$ cat config.mk
export PLATFORM = sky130hd
export DESIGN_NAME = scalar_wb_arbiter
export DESIGN_NICKNAME = d
export VERILOG_FILES = /design/src/rtl/scalar_wb_arbiter.sv
export SDC_FILE = /design/constraint.sdc
export NUM_CORES = 1
export LEC_CHECK = 0
export CAP_MARGIN = 20
export CORE_MARGIN = 2
export CORE_UTILIZATION = 45
export CTS_CLUSTER_DIAMETER = 60
export DETAILED_ROUTE_END_ITERATION = 10
export PLACE_DENSITY = 0.77
export SLEW_MARGIN = 20
export SYNTH_ARGS = -nofsm -noshare
export SYNTH_HDL_FRONTEND = slang
export SYNTH_SLANG_ARGS = --single-unit
$ cat constraint.sdc
create_clock -name clk -period 2.45 [get_ports clk]
set_clock_uncertainty 0.15 [all_clocks]
set_input_delay 0.735 -clock clk [delete_from_list [all_inputs] [get_ports clk]]
set_output_delay 0.735 -clock clk [all_outputs]
set_load 0.05 [all_outputs]
$ cat src/rtl/scalar_wb_arbiter.sv
// scalar_wb_arbiter: two-source writeback buffer and arbiter feeding the scalar register file write port
module scalar_wb_arbiter #(
  parameter int regSize     = 132,
  parameter int regQuantity = 16,
  parameter int selBits     = 4,
  parameter int starveLimit = 4
) (
  input  logic                   clk,
  input  logic                   reset,
  input  logic                   aluValid,
  input  logic [selBits-1:0]     aluRd,
  input  logic [regSize-1:0]     aluData,
  output logic                   aluReady,
  input  logic                   memValid,
  input  logic [selBits-1:0]     memRd,
  input  logic [regSize-1:0]     memData,
  output logic                   memReady,
  output logic                   regWrEn,
  output logic [selBits-1:0]     regToWrite,
  output logic [regSize-1:0]     dataIn,
  output logic [regQuantity-1:0] pendMask
);
  localparam int cntBits = $clog2(starveLimit + 1);
  logic               aluFull, memFull;
  logic [selBits-1:0] aluBufRd, memBufRd;
  logic [regSize-1:0] aluBufData, memBufData;
  logic [cntBits-1:0] starveCnt;
  logic               starved, grantAlu, grantMem;
  // The ALU may only bypass the older memory result when it targets a different register.
  assign starved  = starveCnt == cntBits'(starveLimit) && aluBufRd != memBufRd;
  assign grantMem = memFull && !(aluFull && starved);
  assign grantAlu = aluFull && !grantMem;
  assign aluReady = reset && (!aluFull || grantAlu);
  assign memReady = reset && (!memFull || grantMem);
  assign pendMask = (regQuantity'(aluFull) << aluBufRd) | (regQuantity'(memFull) << memBufRd)
                  | (regQuantity'(regWrEn) << regToWrite);
  // ALU buffer: drained on grant, refilled on handshake (refill wins in the same cycle)
  always_ff @(posedge clk or negedge reset) begin
    if (!reset) begin
      aluFull    <= 1'b0;
      aluBufRd   <= '0;
      aluBufData <= '0;
    end else if (aluValid && aluReady) begin
      aluFull    <= 1'b1;
      aluBufRd   <= aluRd;
      aluBufData <= aluData;
    end else if (grantAlu) begin
      aluFull    <= 1'b0;
    end
  end
  // Memory buffer: same drain/refill behaviour as the ALU buffer
  always_ff @(posedge clk or negedge reset) begin
    if (!reset) begin
      memFull    <= 1'b0;
      memBufRd   <= '0;
      memBufData <= '0;
    end else if (memValid && memReady) begin
      memFull    <= 1'b1;
      memBufRd   <= memRd;
      memBufData <= memData;
    end else if (grantMem) begin
      memFull    <= 1'b0;
    end
  end
  // Count memory wins while the ALU waits; any ALU grant or empty ALU buffer resets it
  always_ff @(posedge clk or negedge reset) begin
    if (!reset) starveCnt <= '0;
    else if (!aluFull || grantAlu) starveCnt <= '0;
    else if (grantMem && starveCnt != cntBits'(starveLimit)) starveCnt <= starveCnt + 1'b1;
  end
  // Registered write port; select and data hold when idle
  always_ff @(posedge clk or negedge reset) begin
    if (!reset) begin
      regWrEn    <= 1'b0;
      regToWrite <= '0;
      dataIn     <= '0;
    end else begin
      regWrEn <= grantAlu || grantMem;
      if (grantAlu || grantMem) begin
        regToWrite <= grantMem ? memBufRd : aluBufRd;
        dataIn     <= grantMem ? memBufData : aluBufData;
      end
    end
  end
endmodule

==> results.toml <==
[run_status]
status = "finished with violations"
violations = "setup timing"

[timing]
setup_slack_ns = -0.569
worst_slew_pin_slew_ns = 1.08
setup_viol = 151
slew_violations = 0
relSlewSlack = 0.283
max_freq_mhz = 331
period_share = 1.23
final-hold-violation-count = 0
rsz0062_at_grt = "yes"
period_minus_slack_ns = 3.02

[floorplanning]
dieArea_mm2 = 0.0401
io_pins = 431
die_w_um = 200
num_rows = 71
die_y_um = 200
core_area_mm2 = 0.0378
initial_utilization = 0.459

[yosys]
syn_inst = 1304
ys_top_cells_by_count = "dfrtp_1, mux2_2, nand3_1"
synth_top_area_frac = 0.598
synth_most_common_cell = "dfrtp_1"
post_synth_num_cell_types = 31
synth_edf_count = 0
synth_seq_cells = 414
netlist_area_mm2 = 0.0173
ys_warn_count = 0
synth-main-ff-cell = "dfrtp_1"
syn_nets = 1582
synth_area_leaders = "dfrtp_1, mux2_2, mux2i_1"
yosysTopAreaCell = "dfrtp_1"
synth_seq_area_share = 0.598
postSynth.asyncResetShare = 1.00
syn_avg_cell_area_um2 = 13.3

[placement]
hpwl_um = 33500
numPortBuffers = 430
globalplace.congestion = 0.853
dp_slack_ns = -0.124
dp.cells = 2217

[cells_and_area]
n_fill_cell = 2768
final_cells = 2321
final_util = 0.653
nets = 2057
syn2layout_area_growth_pct = 42.2
drive_gt1_frac = 0.292

[global_routing]
grt_max_degree = 142
track_usage = 0.245
grt_pass1_wl_um = 77700
antenna_found_initial = 6
grt_pass1_vias = 13600
gr-total-overflow = 0

[setup_path]
startpoint_type = "flop"
max_stage_delay_ns = 0.55
worstSetupEndpointType = "primary output"
required_ns = 1.56
cpLargestDelayFamily = "simple AND/OR/NAND/NOR gates"
path_max_fanout = 4
path_buf_inv = 1
path_cells = "xor2_2 -> or4_4 -> nand2_2 -> and2_4 -> buf_8"
crit_slowest_cell = "or4_4"
crit_arrival_ns = 2.13
critical_path_class = "reg -> out"

[route]
drt-total-wl_um = 50400
drc = 0
drtPass1Iterations = 5
ant_nets = 0
drt_iter0_drc = 640
vias = 12700
wire_per_inst_um = 21.7
routed_via_density = 5.48

[run]
drv_cap = 0

[clocking]
clkSlewWorstSetupHoldPaths_ns = 0.06
clkLatencyLatePin_ns = 0.56
cts_sinks = 414
clockBufferDepth = 3
cts_tree = "yes"
postCtsHoldBufs = 0
cts_buffers = 44
clockRootBuffer = "clkbuf_16"
htreeDepth = 2

[power]
power_uw = 20800
ir_worst_vdd_uv = 696
p_per_area_mw_per_mm2 = 843
power.leakage_uw = 0.0105

[worst_hold_path]
min_path_type = "in -> async"
[flip-flops by register name, indices dropped and copies added, names as in the netlist]
signal and cells:
regWrEn 1, dataIn 132, memBufData 132, aluBufData 132
aluFull 1, regToWrite 4, memBufRd 4, starveCnt 3
memFull 1, aluBufRd 4
[power by group]
part	leakage [uW]	internal [uW]	switching [uW]	total (uW)
combinational	0.00497	2290	3420	5700
clock	0.000659	3660	2650	6320
sequential	0.00492	8040	708	8750
[layout make-up]
cell class,instances,area (um2),area share
timing repair buffer,525,5500,0.223
inverter,2,7.51,0.000305
multi-input combinational,792,6770,0.275
antenna,4,10.0,0.000406
clock buffer,69,1320,0.0534
clock inverter,4,27.5,0.00112
tap,511,639,0.0259
sequential,414,10400,0.421
[worst reg2reg max path: cells and delay by family (launching register included)]
family / cells / cell delay, ns
AO/OA/AOI/OAI: 1 / 0.22
XOR/XNOR: 1 / 0.21
buffers and inverters: 4 / 0.63
flip-flops: 1 / 0.41
multiplexers: 1 / 0.34
AND/OR/NAND/NOR: 1 / 0.55
[worst paths after layout]
kind,from,endpoint,slack [ns],cells past startpoint
max,aluBufRd[2],memReady,-0.57,5
min,reset,starveCnt[1],0.09,2
max reg2reg,aluBufRd[2],memBufData[11],-0.19,8
min reg2reg,memBufData[100],memBufData[100],0.34,1
max in group asynchronous,reset,dataIn[14],0.92,3
min in group clk,memBufData[100],memBufData[100],0.34,1
[per-layer routing]
metal  routed length [um]  vias up  track usage
li1                     -     5621            -
met1                20200     6532        0.305
met2                24800      457        0.405
met3                 3670      109       0.0680
met4                 1700        2        0.100
met5                   13        -            0
[cell families (layout without fill, tap and decap cells)]
group                      Yosys count  after routing  share of synthesized area
AOI/OAI and AO/OA                  159            159                     0.0489
other                                0              4                          0
and+or+nand+nor                    219            219                     0.0625
xor gates and xnor gates             4              4                    0.00202
DFF                                414            414                      0.598
buffers and inverters               98            600                     0.0317
adders and majority gates            2              2                    0.00144
muxes                              408            408                      0.255
[stage by stage]
stage	TNS, ns	instance area (um2)	hold WS [ns]
finish	-25.19	24600	0.0871
global route	-36.41	24600	0.0872
CTS	-10.90	24100	0.0651
detailed placement	-10.99	22600	0.327
global placement	-7.53	22600	0.318
floorplan	-0.0340	17300	0.289
[cell usage in the layout (no fill, tap or decap), types with 8 or more instances in the layout]
cell type	n
o21ai_0	138
clkbuf_16	51
buf_12	40
buf_6	17
mux2_1	40
clkbuf_1	14
nand2_2	15
buf_4	92
dfrtp_1	410
buf_8	8
a22oi_2	9
nand2_1	23
mux2i_1	136
mux2_2	228
clkbuf_8	10
clkdlybuf4s50_1	274
dlygate4sd2_1	85
nand3_1	140
[repair_timing]
| item | in CTS | in global routing |
|---|---|---|
| cloned | 1 | 7 |
| buffers inserted | 10 | 13 |
| endpoints found under the hold margin | 0 | 0 |
| resized for setup | 150 | 57 |
| setup endpoints to repair | 107 | 322 |
| pin swaps | 20 | 23 |
No activity file was read; power rests on OpenSTA's default activity.
